$ cat src/rtl/masking_pkg.sv
// Shared constants and types for the masked AND driver.
// Two-share masking with a 16-bit Fibonacci LFSR as randomness source.
package masking_pkg;

    localparam int D         = 2;
    localparam int RAND_SIZE = D * (D - 1) / 2;
    localparam int TIMEOUT   = 15;

    localparam logic [15:0] LFSR_SEED = 16'hACE1;
    // Taps 16,14,13,11 counted from the output end of a right shift
    localparam logic [15:0] LFSR_TAPS = 16'h002D;

    typedef enum logic [1:0] {
        IDLE = 2'd0,
        RUN  = 2'd1,
        DONE = 2'd2,
        ERR  = 2'd3
    } state_t;

endpackage

$ cat src/rtl/masked_and_driver_lfsr16.sv
// 16-bit Fibonacci LFSR with seed load and zero-state guard.
// Load has priority over step; a zero seed maps to the default seed.
module lfsr16 (
    input  logic        clk,
    input  logic        rst_n,
    input  logic        step,
    input  logic        load,
    input  logic [15:0] seed,
    output logic [15:0] value
);
    import masking_pkg::*;

    logic [15:0] nxt;
    logic        fb;

    // Next-state selection: load, step or hold, never zero
    always_comb begin
        fb  = ^(value & LFSR_TAPS);
        nxt = value;
        if (load) begin
            nxt = seed;
        end else if (step) begin
            nxt = {fb, value[15:1]};
        end
        if (nxt == 16'h0000) begin
            nxt = LFSR_SEED;
        end
    end

    // State register, reset to the default seed
    always_ff @(posedge clk or negedge rst_n) begin
        if (!rst_n) begin
            value <= LFSR_SEED;
        end else begin
            value <= nxt;
        end
    end

endmodule

$ cat src/rtl/masked_and_driver.sv
// Driver for an external 2-share masked AND gadget.
// Masks operands, runs the gadget with a timeout, recombines the result.
module masked_and_driver #(
    parameter int D       = masking_pkg::D,
    parameter int TIMEOUT = masking_pkg::TIMEOUT
) (
    input  logic                     clk,
    input  logic                     rst_n,
    input  logic                     start,
    input  logic                     a_in,
    input  logic                     b_in,
    input  logic                     seed_load,
    input  logic [15:0]              seed_in,
    output logic                     busy,
    output logic                     result,
    output logic                     result_valid,
    output logic                     err,
    output logic [D-1:0]             ina,
    output logic [D-1:0]             inb,
    output logic [D*(D-1)/2-1:0]     rin,
    output logic                     and_enable,
    input  logic                     and_done,
    input  logic [D-1:0]             and_out
);
    import masking_pkg::*;

    // Only the two-share gadget is supported by the share wiring below
    localparam logic [3:0] CNT_LAST = 4'(TIMEOUT - 1);

    state_t      state;
    state_t      state_nxt;
    logic [3:0]  wait_cnt;
    logic        start_q;
    logic        accept;
    logic        seed_ok;
    logic        step;
    logic [15:0] lfsr_q;
    logic        lfsr_unused;

    // A held start counts as one request; only a fresh rise is accepted
    assign accept  = (state == IDLE) && start && !start_q;
    assign seed_ok = (state == IDLE) && seed_load;
    assign step    = accept && !seed_load;

    assign lfsr_unused = ^lfsr_q[15:3];

    lfsr16 u_lfsr (
        .clk   (clk),
        .rst_n (rst_n),
        .step  (step),
        .load  (seed_ok),
        .seed  (seed_in),
        .value (lfsr_q)
    );

    // Outputs decoded from the state so reset clears them at once
    assign busy         = (state != IDLE);
    assign and_enable   = (state == RUN);
    assign result_valid = (state == DONE);
    assign err          = (state == ERR);

    // Next-state logic; done beats a same-cycle timeout
    always_comb begin
        state_nxt = state;
        unique case (state)
            IDLE: if (accept) state_nxt = RUN;
            RUN: begin
                if (and_done) begin
                    state_nxt = DONE;
                end else if (wait_cnt == CNT_LAST) begin
                    state_nxt = ERR;
                end
            end
            DONE:    state_nxt = IDLE;
            ERR:     state_nxt = IDLE;
            default: state_nxt = IDLE;
        endcase
    end

    // State register and start edge tracker
    always_ff @(posedge clk or negedge rst_n) begin
        if (!rst_n) begin
            state   <= IDLE;
            start_q <= 1'b0;
        end else begin
            state   <= state_nxt;
            start_q <= start;
        end
    end

    // Wait counter: cleared on accept, counts RUN cycles without done
    always_ff @(posedge clk or negedge rst_n) begin
        if (!rst_n) begin
            wait_cnt <= 4'd0;
        end else if (accept) begin
            wait_cnt <= 4'd0;
        end else if (state == RUN && !and_done) begin
            wait_cnt <= wait_cnt + 4'd1;
        end
    end

    // Share registers, loaded from the pre-step LFSR state on accept
    always_ff @(posedge clk or negedge rst_n) begin
        if (!rst_n) begin
            ina <= '0;
            inb <= '0;
            rin <= '0;
        end else if (accept) begin
            ina <= {a_in ^ lfsr_q[0], lfsr_q[0]};
            inb <= {b_in ^ lfsr_q[1], lfsr_q[1]};
            rin <= lfsr_q[2];
        end
    end

    // Recombined result, captured only on done while running
    always_ff @(posedge clk or negedge rst_n) begin
        if (!rst_n) begin
            result <= 1'b0;
        end else if (state == RUN && and_done) begin
            result <= and_out[0] ^ and_out[1];
        end
    end

endmodule

$ cat config.mk
export PLATFORM = sky130hd
export DESIGN_NAME = masked_and_driver
export DESIGN_NICKNAME = d
export VERILOG_FILES = /design/src/rtl/masking_pkg.sv /design/src/rtl/masked_and_driver_lfsr16.sv /design/src/rtl/masked_and_driver.sv
export SDC_FILE = /design/constraint.sdc
export NUM_CORES = 1
export LEC_CHECK = 0
export CORE_MARGIN = 10
export CORE_UTILIZATION = 53
export CTS_CLUSTER_DIAMETER = 120
export DETAILED_ROUTE_END_ITERATION = 12
export GPL_ROUTABILITY_DRIVEN = 0
export GPL_TIMING_DRIVEN = 0
export PLACE_DENSITY = 0.84
export SYNTH_ARGS = -nofsm -noshare
export SYNTH_HDL_FRONTEND = slang
export SYNTH_SLANG_ARGS = --single-unit
$ cat constraint.sdc
create_clock -name clk -period 4.85 [get_ports clk]
set_clock_uncertainty 0.1 [all_clocks]
set_input_delay 1.455 -clock clk [delete_from_list [all_inputs] [get_ports clk]]
set_output_delay 1.455 -clock clk [all_outputs]
set_load 0.03 [all_outputs]
==> out/summary.txt <==
================================================================================
CTS Root Buffer Type                                                sky130_fd_sc_hd__clkbuf_4
Grt ovf                                                                        0
Count of max-cap constraint violations                                         0
Slew at the pin closest to its max-slew limit                           0.655 ns
Total power of the final layout                                         0.905 mW
Clock buffer depth                                                             2
RSZ-0062 raised after global routing                                          no
Total CTS buffers                                                              5
Path depth of the worst reg2reg path                                           8
Fraction of final layout cells with drive strength greater than 1          15.2%
Post-Route Hold Slack                                                   0.390 ns
Series of cell instances along the critical path                    clkdlybuf4s50_1, or4b_1, buf_2, buf_6, o32ai_1, a21oi_1, nor4_2, nand4_2, o21bai_1
Post_cts resized                                                               0
Global-route wire length before repair                                   6410 um
Net count reported at finish                                                 217
Antenna violation net count after detailed routing                             0
Worst hold-check path type                                               reg2reg
Number of fill cells                                                         218
HPWL after detailed placement                                            2800 um
PortBufs                                                                      33
Standard-cell rows                                                            19
TritonRoute pass-1 iters                                                       4
Count of mapped cells out of synthesis                                       150
Starting DRC count in detailed routing                                        54
Required @ worst endpoint                                                5.01 ns
Buffers inserted by post-CTS timing repair                                     0
Final period demand of the worst path                                    3.64 ns
Post-Synthesis Cell Area                                             0.00149 mm2
Core utilization of the finished layout                                    72.1%
Data arrival time of the critical path                                   3.80 ns
DP Cell Count                                                                214
Static Leakage                                                          0.842 nW
Drt total wl                                                             3730 um
Maximum fanout along the worst path                                           10
Antenna violations before repair                                               0
Avg Synthesized Cell Area                                               9.91 um2
Vert. Die Dim                                                            73.0 um
Max IR drop VDD                                                       0.000384 V
Detailed-route wire length per cell                                      16.8 um
Synth unique cells                                                            43
Number of standard cells in the layout, taps in and fillers out              222
Most instantiated flip-flop cell in the synthesis netlist           sky130_fd_sc_hd__dfrtp_1
Vias per inst                                                               5.89
Die W                                                                    73.0 um
TNS Setup                                                                   0 ns
Endpoint with the worst hold slack                                        inb[1]
Portion of the post-synthesis area used by sequential elements             49.5%
CTS clk-pin slew, worst paths                                            0.10 ns
Final setup violation count                                                    0
Effective utilization at floorplan                                         54.8%
Critical path capture point type                                            flop
Post-synthesis sequential element count                                       29
Fraction of registers with async set/reset                                  100%
Fin crit share                                                             75.0%
R2R Setup Slk                                                            2.30 ns
Clock tree from TritonCTS                                                    yes
Top-level port count                                                          35
Number of cells traversed by the worst hold path                               2
Critical path launch point type                                       input port
Number of clock sinks                                                         29
Launch instance of the worst min-delay path                               inb[1]
Worst relative slew slack                                                  56.4%
Clock insertion delay at the later pin of the skew report                0.34 ns
Hold bufs inserted after CTS                                                   0
Number of antenna repair diodes                                                0
Via count of the first global-routing pass                                  1375
Worst flop-to-flop path startpoint                                      state[0]
Number of synthesis warnings                                                   0
Slowest-stage cell, CP                                              sky130_fd_sc_hd__clkdlybuf4s50_1
Final hold violation count                                                     0
Net Count, Synth                                                             177
DR DRC count                                                                   0
Area of the die                                                      0.00532 mm2
Fin. max-slew vios                                                             0
H-tree levels                                                                  2
Critical path class                                                       in2reg
Pin count of the biggest net entering global routing                          30
Power per cell area                                                   464 mW/mm2
Via count of the routed design                                              1308
Layout Area Growth over Synthesis                                          31.4%
Worst path max stage delay                                               0.48 ns
Endpoint of the most critical register-to-register path             u_lfsr.value[13]
EDFF count, synth                                                              0
Core Footprint                                                       0.00271 mm2
Total GRT Usage                                                            15.4%
Status                                                              finished, final reports clean
Peak clock frequency supported by timing                               0.275 GHz
================================================================================
[final cells by class]
cell class	count	area, um2	area share [%]
plain buffers	7	37.5	1.92
clock buffers	5	37.5	1.92
clock inverters	3	65.1	3.33
inverters	12	45.0	2.31
multi-input cells	102	668	34.2
flip-flops and latches	29	736	37.7
well taps	31	38.8	1.99
repair buffers	33	325	16.7
[critical path: cells and delay by family]
kind,cells,cell delay (ns)
buf+inv,3,0.80
simple gates,3,0.98
compound gates,3,0.54
[stage by stage]
stage	area (um2)	setup WS [ns]
final	1950	1.21
after detailed placement	1860	0.878
after floorplan	1490	1.55
after CTS	1960	1.21
after global placement	1860	0.918
after global routing	1950	1.06
[registers in the layout, indices dropped and copies added (netlist names)]
name and cells:
ina 2, inb 2, result 1, rin 1, start_q 1, state 2, u_lfsr.value 16, wait_cnt 4
[kinds of logic after synthesis]
kind of cell	synth area share [%]
AO/OA/AOI/OAI	21.2
buffers and inverters	5.55
adder cells (fa/ha/maj)	1.68
AND/OR/NAND/NOR	16.8
XOR/XNOR	5.30
flip-flops	49.5
[Yosys cell counts, drive strengths merged, types with 3 or more instances]
| cell type | number | area share [%] |
|---|---|---|
| o32a | 3 | 2.0 |
| nand2 | 9 | 2.3 |
| o21ai | 12 | 4.3 |
| a21oi | 9 | 3.0 |
| dfrtp | 21 | 35 |
| dfstp | 8 | 14 |
| xnor2 | 7 | 4.1 |
| nor2 | 15 | 3.8 |
| o21bai | 4 | 2.0 |
| buf | 5 | 2.0 |
| o32ai | 4 | 3.4 |
| o22ai | 4 | 1.7 |
| inv | 12 | 3.0 |
| nor3 | 4 | 1.3 |
| nor4 | 3 | 2.1 |
[report_power, final]
group          internal [mW]  leakage (nW)  switching [mW]  total [mW]
clock network          0.160        0.0552          0.0902       0.250
logic                  0.128         0.449           0.165       0.292
registers              0.317         0.337          0.0468       0.363
total                  0.604         0.842           0.302       0.905
[per-layer routing]
| layer | share of wire, % | up-vias | GRT usage [%] |
|---|---|---|---|
| li1 | - | 612 | - |
| met1 | 39 | 627 | 16.8 |
| met2 | 51 | 61 | 25.5 |
| met3 | 8.5 | 8 | 6.26 |
| met4 | 1.6 | 0 | 6.96 |
| met5 | 0 | - | 0 |
[worst max path at each step]
stage / slack, ns / to / startpoint
global placement: 0.92 / u_lfsr.value[5] / start
detailed placement: 0.88 / u_lfsr.value[0] / start
CTS: 1.21 / u_lfsr.value[0] / start
floorplan: 1.55 / u_lfsr.value[10] / seed_load
finish: 1.21 / u_lfsr.value[13] / start
global route: 1.06 / u_lfsr.value[10] / start
[cell usage in the layout, fill, tap and decap left out, types with 3 or more instances in the layout]
cell type / Yosys / final
sky130_fd_sc_hd__dfrtp_1: 21 / 21
sky130_fd_sc_hd__a21oi_1: 9 / 9
sky130_fd_sc_hd__nor2_1: 15 / 15
sky130_fd_sc_hd__clkbuf_4: 0 / 5
sky130_fd_sc_hd__nor3_1: 4 / 4
sky130_fd_sc_hd__clkdlybuf4s50_1: 0 / 32
sky130_fd_sc_hd__o22ai_1: 4 / 4
sky130_fd_sc_hd__buf_2: 3 / 4
sky130_fd_sc_hd__dfstp_2: 8 / 8
sky130_fd_sc_hd__o21ai_0: 8 / 8
sky130_fd_sc_hd__xnor2_1: 7 / 7
sky130_fd_sc_hd__nand2_1: 9 / 9
sky130_fd_sc_hd__o21bai_1: 4 / 4
sky130_fd_sc_hd__inv_1: 12 / 12
sky130_fd_sc_hd__o21ai_1: 3 / 3
sky130_fd_sc_hd__o32a_1: 3 / 3
No activity file was read; power rests on OpenSTA's default activity.
